**src/rtl/fifo_pkg.sv**
```systemverilog
// Shared constants for the parametrised FIFO: default geometry, pointer-width
// helper and status-flag bit positions used when the four flags are packed.
package fifo_pkg;

  localparam int unsigned FIFO_WIDTH_DEF = 32;
  localparam int unsigned FIFO_DEPTH_DEF = 8;

  // Pointer width for a power-of-two depth; never below 1 bit.
  function automatic int unsigned fifo_aw(input int unsigned depth);
    return (depth <= 2) ? 1 : $clog2(depth);
  endfunction

  typedef enum int unsigned {
    ST_WR_ACK = 0,
    ST_WR_ERR = 1,
    ST_RD_ACK = 2,
    ST_RD_ERR = 3
  } status_bit_e;

  localparam int unsigned ST_NUM = 4;

endpackage

```
**src/rtl/fifo_rd_mux.sv**
```systemverilog
// Generic DEPTH-to-1, WIDTH-bit combinational read selector.
module fifo_rd_mux
  import fifo_pkg::*;
#(
  parameter int unsigned WIDTH = FIFO_WIDTH_DEF,
  parameter int unsigned DEPTH = FIFO_DEPTH_DEF,
  parameter int unsigned AW    = fifo_aw(DEPTH)
) (
  input  logic [DEPTH-1:0][WIDTH-1:0] data,
  input  logic [AW-1:0]               sel,
  output logic [WIDTH-1:0]            q
);

  always_comb begin
    q = '0;
    for (int unsigned i = 0; i < DEPTH; i++) begin
      if (sel == AW'(i)) q = data[i];
    end
  end

endmodule

```
**src/rtl/fifo_param.sv**
```systemverilog
// Parametrised synchronous FIFO with registered read data and per-request
// ack/err pulses. Define FIFO_ALMOST_EN to add almost_full/almost_empty.
module fifo_param
  import fifo_pkg::*;
#(
  parameter int unsigned WIDTH    = FIFO_WIDTH_DEF,
  parameter int unsigned DEPTH    = FIFO_DEPTH_DEF,
`ifdef FIFO_ALMOST_EN
  parameter int unsigned AF_LEVEL = DEPTH - 1,
  parameter int unsigned AE_LEVEL = 1,
`endif
  localparam int unsigned AW      = fifo_aw(DEPTH)
) (
  input  logic             clk,
  input  logic             reset,
  input  logic             wr_en,
  input  logic [WIDTH-1:0] din,
  input  logic             rd_en,
  output logic [WIDTH-1:0] dout,
  output logic             full,
  output logic             empty,
  output logic [AW:0]      data_count,
  output logic             wr_ack,
  output logic             wr_err,
  output logic             rd_ack,
  output logic             rd_err
`ifdef FIFO_ALMOST_EN
  ,
  output logic             almost_full,
  output logic             almost_empty
`endif
);

  logic [DEPTH-1:0][WIDTH-1:0] mem;
  logic [AW-1:0]               wr_ptr;
  logic [AW-1:0]               rd_ptr;
  logic [WIDTH-1:0]            rd_data;
  logic                        wr_acc;
  logic                        rd_acc;

  assign full   = (data_count == (AW+1)'(DEPTH));
  assign empty  = (data_count == '0);
  assign wr_acc = wr_en && !full;
  assign rd_acc = rd_en && !empty;

`ifdef FIFO_ALMOST_EN
  assign almost_full  = (data_count >= (AW+1)'(AF_LEVEL));
  assign almost_empty = (data_count <= (AW+1)'(AE_LEVEL));
`endif

  fifo_rd_mux #(
    .WIDTH (WIDTH),
    .DEPTH (DEPTH),
    .AW    (AW)
  ) u_rd_mux (
    .data (mem),
    .sel  (rd_ptr),
    .q    (rd_data)
  );

  always_ff @(posedge clk) begin
    if (reset) begin
      mem        <= '0;
      wr_ptr     <= '0;
      rd_ptr     <= '0;
      data_count <= '0;
      dout       <= '0;
      wr_ack     <= 1'b0;
      wr_err     <= 1'b0;
      rd_ack     <= 1'b0;
      rd_err     <= 1'b0;
    end else begin
      if (wr_acc) begin
        mem[wr_ptr] <= din;
        wr_ptr      <= wr_ptr + AW'(1);
      end
      if (rd_acc) begin
        dout   <= rd_data;
        rd_ptr <= rd_ptr + AW'(1);
      end
      // Acceptance is judged on the pre-edge count, so a full FIFO never
      // folds a write into the slot freed by a simultaneous read.
      case ({wr_acc, rd_acc})
        2'b10:   data_count <= data_count + (AW+1)'(1);
        2'b01:   data_count <= data_count - (AW+1)'(1);
        default: data_count <= data_count;
      endcase
      wr_ack <= wr_acc;
      wr_err <= wr_en && !wr_acc;
      rd_ack <= rd_acc;
      rd_err <= rd_en && !rd_acc;
    end
  end

endmodule

```
**config.mk**
```make
export PLATFORM = sky130hd
export DESIGN_NAME = fifo_param
export DESIGN_NICKNAME = d
export VERILOG_FILES = /design/src/rtl/fifo_pkg.sv /design/src/rtl/fifo_rd_mux.sv /design/src/rtl/fifo_param.sv
export SDC_FILE = /design/constraint.sdc
export NUM_CORES = 1
export LEC_CHECK = 0
export CORE_UTILIZATION = 45
export DETAILED_ROUTE_END_ITERATION = 10
export GPL_TIMING_DRIVEN = 0
export SKIP_CTS_REPAIR_TIMING = 1
export SLEW_MARGIN = 40
export SYNTH_ARGS = -nofsm -noshare
export SYNTH_HDL_FRONTEND = slang
export SYNTH_SLANG_ARGS = --single-unit
export TNS_END_PERCENT = 10
```
**constraint.sdc**
```tcl
create_clock -name clk -period 2.9 [get_ports clk]
set_clock_uncertainty 0.05 [all_clocks]
set_input_delay 0.29 -clock clk [delete_from_list [all_inputs] [get_ports clk]]
set_output_delay 0.29 -clock clk [all_outputs]
set_load 0.02 [all_outputs]
```
==> flow_summary.ini, run 1 <==
[power_and_ir_drop]
p_leak_nw = 7.22
ir_worst_vdd_uv = 376
powerDensity_mw_per_mm2 = 806
power_mw = 12.6

[synth]
synth.distinct_cells = 42
synth_ff_type = dfxtp_1
syn-num-nets = 1553
synthCells = 1507
ys_seq_elements = 302
synthArstFlopShare_pct = 0
netlist_area_mm2 = 0.0136
yosys_warnings = 0
syn_avg_cell_area_um2 = 9.01
seq_area_frac_synth_pct = 44.5
synth-edff-count = 0

[detailed_routing]
drc = 0
post_drt_wl_per_cell_um = 21.4
drt_first_pass_iters = 6
vias = 11400
wirelength_mm = 42.7
avgViaCountPerCell = 5.69
dr.first_iter.drc_count = 892
antenna_left = 0

[placed_design]
dpl.cell_count = 1941
dp_hpwl_mm = 28.7
port_buffers = 44
gp_congestion = 0.851

[timing]
finalCritPeriodShare_pct = 101
max_freq_ghz = 0.342
rsz0062_at_grt = true
setup_slack_ns = -0.0201
fin_crit_ns = 2.92
maxSlewHeadroom_pct = 47.9
whs_ns = 0.0346
worst_pin_slew_ns = 0.782
setup_viol = 2
report.final.slew_viol_count = 0
hold_viol = 0

[final_layout]
instances_no_fill = 1997
final_common_cell = dfxtp_1
drive_above_1_share_pct = 8.90
final_util_pct = 52.8
antenna_cells = 0
num-fill-cells = 2838
layout_common_cells = 302 x dfxtp_1, 237 x nor2_1, 225 x mux2i_1
syn_to_final_growth_pct = 15.2
final_net_count = 1631

[setup_path]
crit_required_ns = 3.27
crit_chain = buf_6 -> or4_4 -> nand2_4 -> inv_2 -> ha_1 -> xor2_1 -> ha_1 -> a21oi_1 -> xor2_1 -> or3_1 -> a21oi_1
arrival_ns = 3.29
start_kind = flop
cp_slowest_cell = or4_4
end_kind = flop
critical_path.max_fanout = 20
cpPeakStageDelay_ns = 0.53
worst-setup-path-type = flop to flop

[clocking]
cts_buffers = 35
clockBufferDepth = 3
cts_max_level = 2
clk_pin_slew_ns = 0.06
clockRootBuffer = clkbuf_16
clock-sinks = 302
insertion_delay_ns = 0.52
cts_tree = built

[worst_hold_path]
hold_path.class = primary input to flop

[die]
fp.coreArea_mm2 = 0.0296
fp.dieH_um = 176
die_w_um = 176
dieArea_mm2 = 0.0309
num_rows = 63
ios = 78
start_util_pct = 45.8

[global_routing]
grt_pass1_vias = 11100
grt_usage_pct = 27.7
gr-total-overflow = 0
grt_max_degree = 14
grt_pass1_wl_mm = 65.7
antenna_found_initial = 1

[outcome]
violations = negative setup slack
status = finished, violations left

[job]
drv_cap = 0
power breakdown:
group	internal (mW)	switching (mW)
clock	2.50	1.76
sequential	4.41	0.175
combinational	1.28	2.49
total	8.18	4.42
per-layer routing:
layer,GRT usage [%],vias up,routed length [um]
met5,0,-,12
met4,8.37,2,1020
met3,3.77,72,2240
met2,45.8,364,19700
met1,37.4,5553,19700
li1,-,5374,-
through the flow:
step           cell area, um^2  setup slack [ns]  setup TNS (ns)
6_report                 15600           -0.0201         -0.0205
5_1_grt                  15600            -0.122          -0.216
4_1_cts                  15600            -0.806          -23.09
3_5_place_dp             14500            -0.806          -22.88
3_3_place_gp             14500            -0.764          -21.51
2_1_floorplan            13600             0.180               0
worst paths after layout:
kind / startpoint / endpoint / slack [ns] / cells after the start
max reg2reg: data_count[1] / data_count[2] / -0.02 / 11
min reg2reg: mem[253] / mem[253] / 0.40 / 2
min: din[27] / mem[251] / 0.03 / 3
max: data_count[1] / data_count[2] / -0.02 / 11
Yosys cell counts, types with 2 or more instances:
cell / instances / area, um^2
a211oi_1: 2 / 15.0
a21oi_1: 71 / 355
a221oi_1: 62 / 543
a22o_1: 31 / 272
and3_1: 32 / 200
buf_1: 5 / 18.8
buf_12: 13 / 260
buf_2: 39 / 195
buf_4: 12 / 90.1
buf_6: 2 / 22.5
clkbuf_1: 91 / 342
dfxtp_1: 302 / 6050
ha_1: 10 / 125
inv_1: 7 / 26.3
mux2i_1: 225 / 2250
nand2_1: 196 / 736
nand2b_1: 2 / 12.5
nand3_1: 3 / 15.0
nand4_4: 3 / 63.8
nand4b_2: 3 / 45.0
nor2_1: 237 / 890
nor2b_1: 36 / 225
nor3b_1: 2 / 15.0
o21ai_0: 67 / 335
o32ai_1: 32 / 280
or3_1: 2 / 12.5
xor2_1: 5 / 43.8
critical path: cells and delay by family (launching register included):
kind                     cells  cell delay [ns]
adder cells (fa/ha/maj)      2             0.54
AND/OR/NAND/NOR              3             1.02
AO/OA/AOI/OAI                2             0.30
buffers and inverters        2             0.36
XOR/XNOR                     2             0.25
flip-flops                   1             0.32
sequential cells by signal (all words and copies together), names as in the netlist:
name and cells:
mem 256, rd_err 1, rd_ack 1, wr_ptr 3, wr_err 1, dout 32
data_count 4, rd_ptr 3, wr_ack 1
cell families (layout without fill, tap and decap cells):
| family | count (synthesis) | count (layout) | share of synthesized area [%] |
|---|---|---|---|
| and+or+nand+nor | 527 | 527 | 17.2 |
| AOI/OAI and AO/OA | 267 | 267 | 13.4 |
| DFF | 302 | 302 | 44.5 |
| buffers and inverters | 170 | 270 | 7.06 |
| muxes | 225 | 225 | 16.6 |
| adders and majority gates | 10 | 10 | 0.921 |
| xor gates and xnor gates | 6 | 6 | 0.387 |
final cells by class:
class | count | area, um^2 | area share, %
sequential | 302 | 6050 | 38.6
inverter | 8 | 30.0 | 0.192
multi-input combinational | 1035 | 6600 | 42.2
clock buffer | 52 | 1050 | 6.71
timing repair buffer | 44 | 440 | 2.82
tap | 390 | 488 | 3.12
clock inverter | 7 | 45.0 | 0.288
buffer | 159 | 941 | 6.02
No activity file was read; power rests on OpenSTA's default activity.
==> inputs of run 2 (changes only) <==
- clock period: 2.9 -> 3.3 ns (I/O delays scaled with it)
==> run 2 against run 1 <==
  * The flow now finishes without violations
  * First-iteration DRC count fell by 2.9%
  * Global-route usage did not move
  * Count of clock-buffer cells in the layout did not move
  * Via count fell by 0.26%
  * Routed wire length rose by 0.27%
  * Critical endpoint unchanged
  * Core utilization fell by 0.059 points
  * Highest routed layer unchanged
  * Worst hold slack improved by 0.039 ns
  * Sequential power fell by 12%
  * Die area did not move
  * Largest power group unchanged
==> flow_summary.ini, run 2 (same netlist as run 1, synthesis figures left out) <==
[clocking]
clock-sinks = 302
cts_buffers = 35
clockRootBuffer = clkbuf_16
clk_pin_slew_ns = 0.06
cts_tree = built
insertion_delay_ns = 0.52
cts_max_level = 2
clockBufferDepth = 3

[detailed_routing]
dr.first_iter.drc_count = 866
antenna_left = 0
post_drt_wl_per_cell_um = 21.4
wirelength_mm = 42.8
drc = 0
vias = 11300
drt_first_pass_iters = 6
avgViaCountPerCell = 5.67

[final_layout]
final_net_count = 1634
instances_no_fill = 2000
syn_to_final_growth_pct = 15.0
final_common_cell = dfxtp_1
regMostFlops = mem
drive_above_1_share_pct = 8.70
antenna_cells = 0
layout_common_cells = 302 x dfxtp_1, 237 x nor2_1, 225 x mux2i_1
largestRegisters = mem (256), dout (32), data_count (4)
final_util_pct = 52.7
largest_reg_flops = 256

[placed_design]
port_buffers = 44
dp_hpwl_mm = 28.7
dpl.cell_count = 1941
gp_congestion = 0.851

[worst_hold_path]
hold_depth = 3
whs_endpoint = mem[251]
min_from = din[27]
hold_path.class = primary input to flop

[setup_path]
critical_path.max_fanout = 11
timing.rr.start = data_count[1]
ff2ff_setup_slack_ns = 0.18
start_kind = flop
worst-setup-path-type = flop to flop
reg2regPathDepth = 12
end_kind = flop
crit_required_ns = 3.67
r2r-end = data_count[2]
arrival_ns = 3.49

[timing]
worst_pin_slew_ns = 0.786
rsz0062_at_grt = false
fin_crit_ns = 3.12
hold_viol = 0
finalCritPeriodShare_pct = 94.6
maxSlewHeadroom_pct = 47.6
report.final.slew_viol_count = 0
setup_viol = 0
max_freq_ghz = 0.320
tns_ns = 0

[power_and_ir_drop]
p_leak_nw = 7.22
ir_worst_vdd_uv = 314
powerDensity_mw_per_mm2 = 708

[die]
dieArea_mm2 = 0.0309
fp.coreArea_mm2 = 0.0296
num_rows = 63
fp.dieH_um = 176
start_util_pct = 45.8
ios = 78
die_w_um = 176

[global_routing]
grt_usage_pct = 27.7
antenna_found_initial = 1
grt_max_degree = 14
gr-total-overflow = 0
grt_pass1_wl_mm = 65.7
grt_pass1_vias = 11100

[job]
drv_cap = 0

[outcome]
status = finished, final reports clean
[run 2: how the worst max path moves through the flow]
| stage | from | to | slack, ns | cells past startpoint |
|---|---|---|---|---|
| after global routing | data_count[1] | data_count[2] | 0.08 | 12 |
| after floorplan | data_count[1] | data_count[2] | 0.58 | 12 |
| after detailed placement | rd_ptr[2] | dout[23] | -0.41 | 10 |
| after global placement | rd_ptr[2] | dout[23] | -0.36 | 10 |
| after CTS | rd_ptr[2] | dout[23] | -0.41 | 10 |
| final | data_count[1] | data_count[2] | 0.18 | 12 |
[run 2: stage by stage]
stage	hold WS [ns]	setup WS [ns]	instance area (um^2)	power, mW
2_1_floorplan	0.382	0.580	13600	6.13
3_3_place_gp	0.389	-0.364	14500	7.31
3_5_place_dp	0.392	-0.406	14500	7.34
4_1_cts	0.0651	-0.406	15600	11.1
5_1_grt	0.0830	0.0781	15600	11.5
6_report	0.0740	0.179	15600	11.1
[run 2: layout make-up]
cell class                      count  area (um^2)
Fill cell                        2842        14000
Multi-Input combinational cell   1035         6590
Sequential cell                   302         6050
Clock buffer                       52         1050
Buffer                            162          937
Tap cell                          390          488
Timing Repair Buffer               44          440
Clock inverter                      7         45.0
Inverter                            8         30.0
[run 2: worst max-delay path, stage by stage, from the launching register on]
cell	delay (ns)
dfxtp_1	0.32
buf_6	0.13
or4_4	0.52
nand2_2	0.23
inv_2	0.19
buf_2	0.26
ha_1	0.28
xor2_1	0.16
ha_1	0.20
a21oi_1	0.14
xor2_1	0.09
or3_1	0.32
a21oi_1	0.14
[run 2: power breakdown]
group	switching (mW)	total (mW)	internal [mW]
combinational	2.19	3.30	1.11
sequential	0.152	4.03	3.87
clock	1.54	3.74	2.20
[run 2: layer usage]
metal | global-route usage, % | part of all wire, % | up-vias
met5 | 0 | 0.028 | -
met4 | 8.37 | 2.5 | 2
met3 | 3.77 | 5.3 | 83
met2 | 45.8 | 46 | 357
met1 | 37.4 | 46 | 5529
li1 | - | - | 5365
